<file path="config.mk">
export PLATFORM = sky130hd
export DESIGN_NAME = ifu
export DESIGN_NICKNAME = d
export VERILOG_FILES = /design/src/rtl/npc_pkg.sv /design/src/rtl/Reg.sv /design/src/rtl/ifu.sv
export SDC_FILE = /design/constraint.sdc
export NUM_CORES = 1
export LEC_CHECK = 0
export BUFFER_PORTS_ARGS = -buffer_cell sky130_fd_sc_hd__buf_4
export CAP_MARGIN = 25
export CORE_ASPECT_RATIO = 0.7
export CORE_UTILIZATION = 41
export DETAILED_ROUTE_END_ITERATION = 8
export GPL_ROUTABILITY_DRIVEN = 0
export HOLD_SLACK_MARGIN = 0.06
export PLACE_DENSITY = 0.8
export SLEW_MARGIN = 5
export SYNTH_ARGS = -nofsm -noshare
export SYNTH_HDL_FRONTEND = slang
export SYNTH_SLANG_ARGS = --single-unit
</file>
<file path="constraint.sdc">
create_clock -name clk -period 1.9 [get_ports clk]
set_clock_uncertainty 0.15 [all_clocks]
set_input_delay 0.19 -clock clk [delete_from_list [all_inputs] [get_ports clk]]
set_output_delay 0.19 -clock clk [all_outputs]
set_load 0.05 [all_outputs]
</file>
<file path="src/rtl/npc_pkg.sv">
// rtl/npc_pkg.sv - shared npc core types and constants
package npc_pkg;

    localparam int XLEN = 32;

    localparam logic [XLEN-1:0] NPC_RESET_PC = 32'h8000_0000;
    localparam logic [XLEN-1:0] RV_NOP       = 32'h0000_0013;

    typedef enum logic [1:0] {
        S_REQ  = 2'd0,
        S_WAIT = 2'd1,
        S_OUT  = 2'd2
    } ifu_state_t;

    // Instruction fetches are word-granular; any low address bit set is a fault.
    function automatic logic is_misaligned(input logic [XLEN-1:0] addr);
        return addr[1:0] != 2'b00;
    endfunction

endpackage

</file>
<file path="src/rtl/Reg.sv">
// rtl/Reg.sv - generic enabled register with synchronous reset
//   clk    clock
//   rst    synchronous active-high reset, loads RESET_VAL
//   d      next value
//   en     load enable
//   q      register value
module Reg #(
    parameter int               WIDTH     = 1,
    parameter logic [WIDTH-1:0] RESET_VAL = '0
) (
    input  logic             clk,
    input  logic             rst,
    input  logic [WIDTH-1:0] d,
    input  logic             en,
    output logic [WIDTH-1:0] q
);

    always_ff @(posedge clk) begin
        if (rst) begin
            q <= RESET_VAL;
        end else if (en) begin
            q <= d;
        end
    end

endmodule

</file>
<file path="src/rtl/ifu.sv">
// rtl/ifu.sv - instruction fetch unit for the npc single-cycle RV32 core
//   clk, reset       clock, synchronous active-high reset
//   next_pc          next fetch address, sampled on the output handshake
//   inst_ready       core consumes the held instruction
//   inst_valid       inst / pc / inst_fault are valid
//   inst, pc         fetched word and its address
//   inst_fault       bus error or misaligned next_pc (inst is NOP_INST)
//   mem_req_*        read request channel (valid/ready, word address)
//   mem_resp_*       read response channel (valid, data, error)
module ifu
    import npc_pkg::*;
#(
    parameter logic [XLEN-1:0] RESET_PC = NPC_RESET_PC,
    parameter logic [XLEN-1:0] NOP_INST = RV_NOP
) (
    input  logic            clk,
    input  logic            reset,
    input  logic [XLEN-1:0] next_pc,
    input  logic            inst_ready,
    output logic            inst_valid,
    output logic [XLEN-1:0] inst,
    output logic [XLEN-1:0] pc,
    output logic            inst_fault,
    output logic            mem_req_valid,
    output logic [XLEN-1:0] mem_req_addr,
    input  logic            mem_req_ready,
    input  logic            mem_resp_valid,
    input  logic [XLEN-1:0] mem_resp_data,
    input  logic            mem_resp_err
);

    ifu_state_t state;
    logic       accept;

    // Output-side decodes depend only on the state register, never on inst_ready.
    assign inst_valid    = (state == S_OUT) && !reset;
    assign mem_req_valid = (state == S_REQ) && !reset;
    assign mem_req_addr  = reset ? '0 : pc;
    assign accept        = inst_valid && inst_ready;

    Reg #(
        .WIDTH     (XLEN),
        .RESET_VAL (RESET_PC)
    ) u_pc_reg (
        .clk (clk),
        .rst (reset),
        .d   (next_pc),
        .en  (accept),
        .q   (pc)
    );

    always_ff @(posedge clk) begin
        if (reset) begin
            state      <= S_REQ;
            inst       <= NOP_INST;
            inst_fault <= 1'b0;
        end else begin
            case (state)
                S_REQ: begin
                    if (mem_req_ready) begin
                        state <= S_WAIT;
                    end
                end
                S_WAIT: begin
                    if (mem_resp_valid) begin
                        inst       <= mem_resp_err ? NOP_INST : mem_resp_data;
                        inst_fault <= mem_resp_err;
                        state      <= S_OUT;
                    end
                end
                S_OUT: begin
                    if (inst_ready) begin
                        // A misaligned target is reported without touching memory:
                        // the fault is presented directly at the new pc.
                        if (is_misaligned(next_pc)) begin
                            inst       <= NOP_INST;
                            inst_fault <= 1'b1;
                        end else begin
                            state <= S_REQ;
                        end
                    end
                end
                default: begin
                    state <= S_REQ;
                end
            endcase
        end
    end

    resp_only_when_waiting: assert property (
        @(posedge clk) disable iff (reset) mem_resp_valid |-> (state == S_WAIT)
    );

endmodule

</file>
---- After elaboration in Yosys (flattened, before gate mapping) ----
Cells that the tools add are included.
cells by class
  add/subtract/negate cells ............... 0
  multipliers ............................. 0
  div/mod/pow operators ................... 0
  order comparisons ....................... 0
  eq/ne operators ......................... 7
  shift operators ......................... 0
  mux-type cells .......................... 15
  bitwise logic cells ..................... 0
  reductions and logical operators ........ 9
operators with widths
  operator              count
  $mux W32              5
  $pmux W32 S2          1
  $mux W2               4
  $ne A2 B2 Y1 const B  4
  $reduce_and A4 Y1     2
  $pmux W2 S3           1
  $reduce_bool A2 Y1    2
  $logic_and A1 B1 Y1   3
  $mux W1               3
  $eq A2 B1 Y1 const B  1
  $eq A2 B2 Y1 const B  1
  $logic_not A2 Y1      1
  $ne A2 B1 Y1 const B  1
  $pmux W1 S2           1
  $logic_not A1 Y1      1
storage, ports and cells
  bits in registers ....................... 67
  latch bits .............................. 0
  bits in writable memories ............... 0
  memory bits (read-only) ................. 0
  input port bits ......................... 70
  output and inout port bits .............. 99
  word-level logic and storage cells ...... 35
  memories ................................ 0

---- Longest topological paths before layout ----
Gate-level depths: netlist (run 1).
  word-level depth ........................ 4
  mapped depth ............................ 5
  gate-level depth less buffers ........... 3

---- Hierarchy ----
From an unflattened synthesis (run 1), not the netlist that was laid out.
unflattened totals
  cells, all modules ...................... 236
  area total of the unflattened synthesis .. 2571.2 um^2
modules (own cells, without submodules)
  module  times used  cells each  area each (um^2)  seq. area each (um^2)
  ifu     1           133         1405.1            700.7
  Reg     1           103         1166.1            640.6

---- Worst setup path before layout (run 1) ----
OpenSTA, ideal clock, no wires.
  path kind ............................... register to register
  start ................................... register u_pc_reg.q[0] (netlist name)
  end ..................................... register u_pc_reg.q[0]
  setup time .............................. 0.063 ns
  arrival time ............................ 1.700 ns
  data required time ...................... 1.687 ns
  setup slack ............................. -0.014 ns
  cell stages (with the launch flop) ...... 3
  buffers on the path ..................... 0
  period minus slack after synthesis ...... 1.914 ns
  cells stage by stage .................... dfxtp_1 nor2b_1 mux2_2
RTL lines
  element               RTL line   source
  end signal, assigned  Reg.sv:20  q <= RESET_VAL;
  end signal, assigned  Reg.sv:22  q <= d;
  end, declared         Reg.sv:15  output logic [WIDTH-1:0] q

---- Worst setup path in the final report (run 1) ----
  start ................................... register state[0]
  end ..................................... output port inst_valid
on the way
  word-level cells in the longest chain between the ends .. 2
RTL lines
  element                 RTL line   source
  start, declared         ifu.sv:32  ifu_state_t state;
  start signal, assigned  ifu.sv:54  state <= S_REQ;
  start signal, assigned  ifu.sv:61  state <= S_WAIT;
  start signal, assigned  ifu.sv:68  state <= S_OUT;
  $eq A2 B2 Y1            ifu.sv:36  assign inst_valid = (state == S_OUT) && !reset;
  $logic_and A1 B1 Y1     ifu.sv:36
  end, declared           ifu.sv:20  output logic inst_valid,
No other way between the ends.

==> impl_metrics.tcl, run 1 <==
set metrics [dict create \
    status "finished, final reports clean" \
    fin_util 0.8036 \
    final.min_clock_period_ns 1.784 \
    tightest_slew_ns 0.3578 \
    min_period_over_period 0.9388 \
    synth.yosys.seq_area_share 0.5514 \
    rows 23 \
    grt_overflow 0 \
    relSlewSlack 0.7615 \
    dr_wl_met3_um 475 \
    max_cap_violations 0 \
    ioPinCount 169 \
    netlist_instances 202 \
    synthesis.area_sq_um 2432 \
    viasPerCell 4.759 \
    cp.buffers_inverters 1 \
    clock-sinks 67 \
    ir_worst_vdd_mv 0.4277 \
    worstPathArrival_ns 1.44 \
    synth-edff-count 0 \
    synth_most_common_cell "dfxtp_1" \
    final_nets 507 \
    placed_area_sq_um 3785 \
    p_leak_nw 2.239 \
    slowest_delay_ns 0.47 \
    timing.fmax_mhz 560.6 \
    io_buffers 168 \
    drtIter0Drc 67 \
    htree_levels 3 \
    dieArea_sq_um 6249 \
    clock_latency_ns 0.33 \
    synth_nets 272 \
    yosys.area.top_type "dfxtp_1" \
    met1_length_um 3007 \
    drive_above_1_share 0.4636 \
    die_w_um 94.06 \
    drt-total-wl_um 7825 \
    path_delay_family "flip-flops" \
    top_layer "met4" \
    yosys-top-cells-count "67 x dfxtp_1, 32 x nor2b_1, 29 x a22o_1" \
    routedWlPerCell_um 15.19 \
    cts_tree "yes" \
    required_ns 1.56 \
    initial_core_util 0.4247 \
    holdCritPathClass "in -> reg" \
    final_area_sq_um 4602 \
    grt_pass1_vias 2456 \
    cts_setup_buffers 0 \
    drc 0 \
    dr.pass1.iters 5 \
    ys_warn_count 0 \
    power_density_nw_per_um2 645.4 \
    worst-setup-path-type "reg -> out" \
    syn-mean-instance-area_sq_um 12.04 \
    n_antenna_cell 0 \
    slowest_stage "dfxtp_1" \
    grt_max_degree 34 \
    p_total_mw 2.970 \
    path_clk_slew_ns 0.06 \
    area_growth_pct 89.20 \
    cts_buffer_depth 2 \
    grt_pass1_wl_um 11710 \
    vias 2451 \
    ys_ff_latch 67 \
    synth_top_cell_area_share 0.5514 \
    end_kind "output port" \
    dpl.hpwl_um 4813 \
    setup_viol 0 \
    async_flop_share 0 \
    die_h_um 66.44 \
    grt_setup_unrepaired "false" \
    core_area_sq_um 5727 \
    finalHoldViolations 0 \
    finalMaxSlewViolations 0 \
    r2r_slack_ns 0.23 \
    ant_nets 0 \
    cts_made_buffers 9 \
    dr_wl_met2_um 4179 \
    cts.root.buffer_cell "clkbuf_8" \
    cp_cell_sequence "and2b_2 -> nor2b_2 -> buf_4" \
    antenna_found_initial 0 \
    critPathLaunchType "flop" \
    path_max_fanout 6 \
    grt_use_total 0.2517 \
    ys.flop_type "dfxtp_1" \
    synthTopCellsByArea "dfxtp_1 55%, mux2_1 12%, a22o_1 10%, nor2b_1 8.2%, mux2_2 2.8%" \
    synth_cell_type_count 27 \
]
-- flip-flops by register name, indices dropped and copies added, names as in the netlist --
register and flops:
state 2, u_pc_reg.q 32, inst_fault 1, inst 32
-- cell usage in the layout, fill, tap and decap left out, drive strengths merged --
cell type	n
nand2	3
inv	4
clkinvlp	3
o21ai	1
and3b	1
or4	1
nor2	3
clkinv	2
nor4bb	1
mux2i	1
or3b	1
nor2b	33
clkbuf	9
a2bb2oi	3
o21a	1
dfxtp	67
dlygate4sd3	66
a22o	29
a21oi	1
nor3	3
a211oi	2
nor4	1
buf	172
mux2	31
and2b	1
-- layer usage --
metal  vias up  global-route usage
met5         -                   0
met3        16             0.08161
met2       109              0.4699
met1      1144              0.2629
li1       1182                   -
met4         0             0.09808
-- cells by family (layout without fill, tap and decap cells) --
kind of cell | Yosys count | after routing | synth area share
AOI/OAI and AO/OA | 37 | 37 | 0.1337
buffers and inverters | 18 | 256 | 0.04475
DFF | 67 | 67 | 0.5514
muxes | 32 | 32 | 0.1476
and+or+nand+nor | 48 | 48 | 0.1224
-- report_power, final --
| group | switching (mW) | leakage, nW | total, mW | internal, mW |
|---|---|---|---|---|
| sequential | 0.0220 | 0.542 | 1.46 | 1.44 |
| clock | 0.519 | 0.0730 | 0.971 | 0.453 |
| combinational | 0.266 | 1.62 | 0.540 | 0.274 |
-- per-stage QoR --
| step | cells | worst slack [ns] | hold WS (ns) | TNS (ns) |
|---|---|---|---|---|
| 2_1_floorplan | 202 | -0.01355 | 0.1546 | -0.02709 |
| 6_report | 515 | 0.1163 | 0.07061 | 0 |
| 3_5_place_dp | 435 | 0.2434 | 0.2529 | 0 |
| 4_1_cts | 515 | 0.1088 | 0.06445 | 0 |
| 5_1_grt | 515 | 0.05776 | 0.06216 | 0 |
| 3_3_place_gp | 435 | 0.2984 | 0.2380 | 0 |
-- repair_timing --
action	in CTS	in global routing
hold buffers	66	0
hold endpoints to repair	67	0
endpoints found under the setup margin	0	0
resized for setup	0	0
-- final timing paths --
check / from / end / cells after the start
max: state[0] / inst_valid / 3
max reg2reg: state[1] / u_pc_reg.q[28] / 3
min reg2reg: inst[1] / inst[1] / 2
min: mem_resp_valid / state[0] / 4
-- worst register-to-register path, delay by kind of cell, from the launching register on --
kind	cells	cell delay, ns
buf+inv	1	0.25
flops	1	0.47
mux	1	0.38
simple gates	1	0.31
-- final cells by class --
class | instances | area, sq um
Inverter | 4 | 15.01
Clock inverter | 5 | 32.53
Multi-Input combinational cell | 117 | 1018
Tap cell | 75 | 93.84
Sequential cell | 67 | 1341
Fill cell | 344 | 1125
Timing Repair Buffer | 238 | 1977
Clock buffer | 9 | 123.9
No activity file was read; power rests on OpenSTA's default activity.
==> inputs of run 2 (changes only) <==
--- a/config.mk
+++ b/config.mk
@@ -8,11 +8,12 @@
 export BUFFER_PORTS_ARGS = -buffer_cell sky130_fd_sc_hd__buf_4
 export CAP_MARGIN = 25
 export CORE_ASPECT_RATIO = 0.7
-export CORE_UTILIZATION = 41
+export CORE_UTILIZATION = 37
+export CTS_CLUSTER_SIZE = 10
 export DETAILED_ROUTE_END_ITERATION = 8
 export GPL_ROUTABILITY_DRIVEN = 0
 export HOLD_SLACK_MARGIN = 0.06
-export PLACE_DENSITY = 0.8
+export PLACE_DENSITY = 0.76
 export SLEW_MARGIN = 5
 export SYNTH_ARGS = -nofsm -noshare
 export SYNTH_HDL_FRONTEND = slang
==> constraint.sdc (replaced) <==
create_clock -name clk -period 1.5 [get_ports clk]
set_clock_uncertainty 0.15 [all_clocks]
set_input_delay 0.15 -clock clk [delete_from_list [all_inputs] [get_ports clk]]
set_output_delay 0.15 -clock clk [all_outputs]
set_load 0.05 [all_outputs]
==> impl_metrics.tcl, run 2 (synthesis results as in run 1) <==
set metrics [dict create \
    drt-total-wl_um 9848 \
    finalHoldViolations 0 \
    ant_nets 0 \
    cts_made_buffers 9 \
    ioPinCount 169 \
    required_ns 1.20 \
    htree_levels 3 \
    reg_top3 "inst: 32 flops, u_pc_reg.q: 32 flops, state: 2 flops" \
    ir_worst_vdd_mv 0.5822 \
    layout_commonest_cell "buf_4" \
    place_inst 442 \
    io_buffers 168 \
    grt_pass1_vias 2650 \
    worst-setup-path-type "reg -> out" \
    area_growth_pct 114.5 \
    grt_max_degree 34 \
    antenna_found_initial 0 \
    dieArea_sq_um 6907 \
    grt_setup_unrepaired "true" \
    cts_buffer_depth 2 \
    fin_ws_ns -0.1068 \
    dpl.hpwl_um 4907 \
    p_total_mw 4.013 \
    clock-sinks 67 \
    grt_overflow 0 \
    path_clk_slew_ns 0.07 \
    top_usage_layer "met2" \
    combPwrFrac 0.207 \
    setup_viol 61 \
    vias 2618 \
    min_period_over_period 1.071 \
    switching_share 0.2724 \
    power_density_nw_per_um2 769.2 \
    grt_util_met1 0.2669 \
    internal_power_mw 2.919 \
    final_nets 525 \
    p_leak_nw 2.394 \
    grt_use_total 0.2417 \
    worstPathArrival_ns 1.31 \
    layout_common_cells "174 x buf_4, 67 x dlygate4sd3_1, 65 x dfxtp_1, 31 x mux2_4, 29 x a22o_1" \
    drc 0 \
    final.min_clock_period_ns 1.607 \
    max_cap_violations 0 \
    tightest_slew_ns 0.3395 \
    violations "negative setup slack" \
    initial_core_util 0.3876 \
    cts_tree "yes" \
    critPathLaunchType "flop" \
    grt_pass1_wl_um 12960 \
    n_antenna_cell 0 \
    power_frac_seq 0.460 \
    end_kind "output port" \
    p_switching_mw 1.093 \
    clock_latency_ns 0.33 \
    dr.pass1.iters 4 \
    drive_above_1_share 0.5961 \
    viasPerCell 4.884 \
    die_w_um 98.91 \
    die_h_um 69.84 \
    relSlewSlack 0.7737 \
    drtIter0Drc 90 \
    pwr-share-clk 0.333 \
    routedWlPerCell_um 18.37 \
    rows 24 \
    path_max_fanout 5 \
    grt_util_met3 0.09577 \
    core_area_sq_um 6276 \
    cts.root.buffer_cell "clkbuf_8" \
    status "complete, but fails checks" \
    finalMaxSlewViolations 0 \
    holdCritPathClass "in -> reg" \
    finalNonFillerCells 536 \
    timing.fmax_mhz 622.4 \
    grtUsageMet2 0.4211 \
]
[run 2: cell types whose count changed in the layout (fill, tap and decap cells not counted), sizes merged]
cell         previous run  this run
buf                   172       185
clkbuf                  9        16
clkinvlp                3         1
clkinv                  2         1
dlygate4sd3            66        67
[run 2: cell type report]
type	count	area, sq um
inverters	4	15.01
clock inverters	2	12.51
flip-flops and latches	67	1349
repair buffers	256	2248
well taps	78	97.59
clock buffers	12	155.1
multi-input cells	117	1339
fillers	351	1060
[run 2: final timing paths]
check,startpoint,to,slack (ns),depth (start not counted)
setup / recovery,state[0],inst_valid,-0.11,3
hold / removal,mem_resp_err,inst_fault,0.07,3
setup reg to reg,state[0],u_pc_reg.q[15],-0.08,4
hold reg to reg,inst[1],inst[1],0.32,2
[run 2: repair_timing]
action / in CTS / in global routing
endpoints found under the hold margin: 66 / 0
hold buffers: 67 / 0
gates cloned: 0 / 6
endpoints found under the setup margin: 50 / 65
gates resized for setup: 6 / 38
pin swaps: 0 / 29
buffers inserted: 1 / 6
[run 2: per-stage QoR]
stage	setup slack (ns)	utilization	TNS (ns)	hold WS [ns]	cell area, sq um
finish	-0.1068	0.8311	-2.512	0.06593	5216
global route	-0.1826	0.8311	-5.609	0.1031	5216
CTS	-0.09066	0.7807	-1.431	0.07022	4900
detailed placement	-0.04273	0.6425	-0.7853	0.2126	4033
global placement	-0.01352	0.6425	-0.06302	0.2015	4033
floorplan	-0.3508	-	-2.630	0.1146	2649
[run 2: power by group through the flow]
stage               Sequential [mW]  Clock [mW]  Combinational [mW]
finish                         1.85        1.33               0.831
global route                   1.85        1.44               0.864
CTS                            1.84        1.33               0.734
detailed placement             1.89           0               0.585
global placement               1.88           0               0.576
floorplan                      2.01           0               0.193
[run 2: routing by layer]
metal  share of wire  up-vias  routed length [um]
met1            0.40     1257                3959
met3           0.068       19                 667
met2            0.50      119                4939
met4           0.029        0                 282
met5               0        -                   0
li1                -     1223                   -
[run 2: critical path, cell delays in order, from the launching register on]
cell and delay, ns:
dfxtp_4 0.37, and2b_2 0.27, nor2b_4 0.17, buf_6 0.16
==> inputs of run 3 (changes only) <==
--- a/config.mk
+++ b/config.mk
@@ -8,12 +8,13 @@
 export BUFFER_PORTS_ARGS = -buffer_cell sky130_fd_sc_hd__buf_4
 export CAP_MARGIN = 25
 export CORE_ASPECT_RATIO = 0.7
-export CORE_UTILIZATION = 37
+export CORE_UTILIZATION = 38
+export CTS_BUF_LIST = sky130_fd_sc_hd__clkbuf_2
 export CTS_CLUSTER_SIZE = 10
 export DETAILED_ROUTE_END_ITERATION = 8
 export GPL_ROUTABILITY_DRIVEN = 0
 export HOLD_SLACK_MARGIN = 0.06
-export PLACE_DENSITY = 0.76
+export PLACE_DENSITY = 0.78
 export SLEW_MARGIN = 5
 export SYNTH_ARGS = -nofsm -noshare
 export SYNTH_HDL_FRONTEND = slang
==> impl_metrics.tcl, run 3 (synthesis results as in run 1) <==
set metrics [dict create \
    die_w_um 97.63 \
    hold_start "reset" \
    fin_hold_ws_ns -0.1056 \
    setup_viol 91 \
    path_clk_slew_ns 0.18 \
    hold_path_end "inst_fault" \
    io_buffers 168 \
    relSlewSlack 0.7563 \
    power_density_nw_per_um2 692.0 \
    reg2reg_depth 5 \
    fin_util 0.9395 \
    setup-tns-final_ns -11.14 \
    dr.pass1.iters 8 \
    path_delay_family "buffers and inverters" \
    violations "design-rule violations, negative hold slack, negative setup slack" \
    cts.root.buffer_cell "clkbuf_2" \
    final_nets 542 \
    grtUsageMet2 0.5443 \
    tightest_slew_ns 0.3628 \
    core_area_sq_um 5957 \
    drtIter0Drc 156 \
    htree_levels 3 \
    reg_top3 "inst: 32 flops, u_pc_reg.q: 32 flops, state: 2 flops" \
    ant_nets 0 \
    cts_tree "yes" \
    cp.buffers_inverters 3 \
    grt_pass1_wl_um 13750 \
    grt_util_met1 0.2735 \
    slowest_stage "dfxtp_4" \
    crit_cells 5 \
    rr_startpoint "state[0]" \
    worst-setup-path-type "reg -> reg" \
    critPathLaunchType "flop" \
    viasPerCell 5.137 \
    top_usage_layer "met2" \
    grt_use_total 0.2713 \
    p_leak_nw 2.556 \
    end_kind "flop" \
    layout_common_cells "141 x buf_4, 68 x dlygate4sd3_1, 33 x dfxtp_2" \
    finalMaxSlewViolations 0 \
    final.min_clock_period_ns 1.742 \
    finalNonFillerCells 553 \
    vias 2841 \
    antenna_found_initial 1 \
    r2r-end "u_pc_reg.q[22]" \
    grt_pass1_vias 2683 \
    grt_max_degree 30 \
    clock_latency_ns 0.49 \
    max_cap_violations 0 \
    place_inst 440 \
    status "complete, but fails checks" \
    grt_util_met3 0.07661 \
    die_h_um 68.94 \
    grt_setup_unrepaired "true" \
    dieArea_sq_um 6730 \
    placed_area_sq_um 4049 \
    routedWlPerCell_um 21.99 \
    area_growth_pct 130.1 \
    slowest_delay_ns 0.39 \
    rows 23 \
    r2r_slack_ns -0.24 \
    dp_slack_ns -0.04496 \
    ioPinCount 169 \
    grt_overflow 0 \
    drive_above_1_share 0.6667 \
    initial_core_util 0.4083 \
    fillers 159 \
    drt-total-wl_um 12160 \
    cts_made_buffers 9 \
    dpl.hpwl_um 4935 \
    ir_worst_vdd_mv 0.5025 \
    drc 20 \
    cts_buffer_depth 2 \
    required_ns 1.75 \
    path_max_fanout 12 \
    min_period_over_period 1.162 \
    holdCritPathClass "in -> reg" \
    clock-sinks 67 \
    finalHoldViolations 3 \
    timing.fmax_mhz 573.9 \
    cp_cell_sequence "buf_4 -> nor4bb_4 -> buf_6 -> buf_12 -> mux2_1" \
    fin_ws_ns -0.2424 \
    final_area_sq_um 5597 \
    holdPathStages 3 \
    worstPathArrival_ns 1.99 \
    hold_buffers 68 \
    layout_commonest_cell "buf_4" \
]
[run 3: how the worst max path moves through the flow]
stage,startpoint,endpoint
final,state[0],u_pc_reg.q[22]
after detailed placement,state[0],u_pc_reg.q[23]
after global routing,state[0],inst_valid
after floorplan,u_pc_reg.q[24],u_pc_reg.q[24]
after CTS,state[0],inst_valid
after global placement,state[0],u_pc_reg.q[0]
[run 3: report_power, final]
| group | switching [mW] | internal [mW] |
|---|---|---|
| Combinational | 0.436 | 0.465 |
| Clock | 0.722 | 0.396 |
| Sequential | 0.0305 | 1.82 |
[run 3: area by class of cell]
type,instances,area (sq um),share of cell area
diodes,1,2.502,0.0004471
repair buffers,273,2653,0.4740
clock buffers,10,50.05,0.008943
inverters,4,15.01,0.002683
flip-flops and latches,67,1390,0.2484
multi-input cells,117,1326,0.2370
well taps,75,93.84,0.01677
clock inverters,6,66.31,0.01185
[run 3: layer usage]
metal	vias up	wire, um
li1	1258	-
met1	1375	4388
met2	168	6414
met3	40	901
met4	0	459
met5	-	0
[run 3: repair_timing]
action / 4_1_cts / 5_1_grt
setup endpoints to repair: 76 / 103
resized for setup: 94 / 53
setup buffers: 12 / 11
pin swaps: 6 / 11
hold endpoints to repair: 67 / 6
cloned: 2 / 3
[run 3: stage by stage]
stage	hold WS, ns	total power [mW]
floorplan	0.1146	2.205
global placement	0.1991	2.465
detailed placement	0.2144	2.472
CTS	-0.1471	3.730
global route	-0.1520	3.989
finish	-0.1056	3.873
[run 3: worst reg2reg max path: stages (launching register included)]
cell	delay, ns
dfxtp_4	0.39
buf_4	0.15
nor4bb_4	0.28
buf_6	0.18
buf_12	0.16
mux2_1	0.35
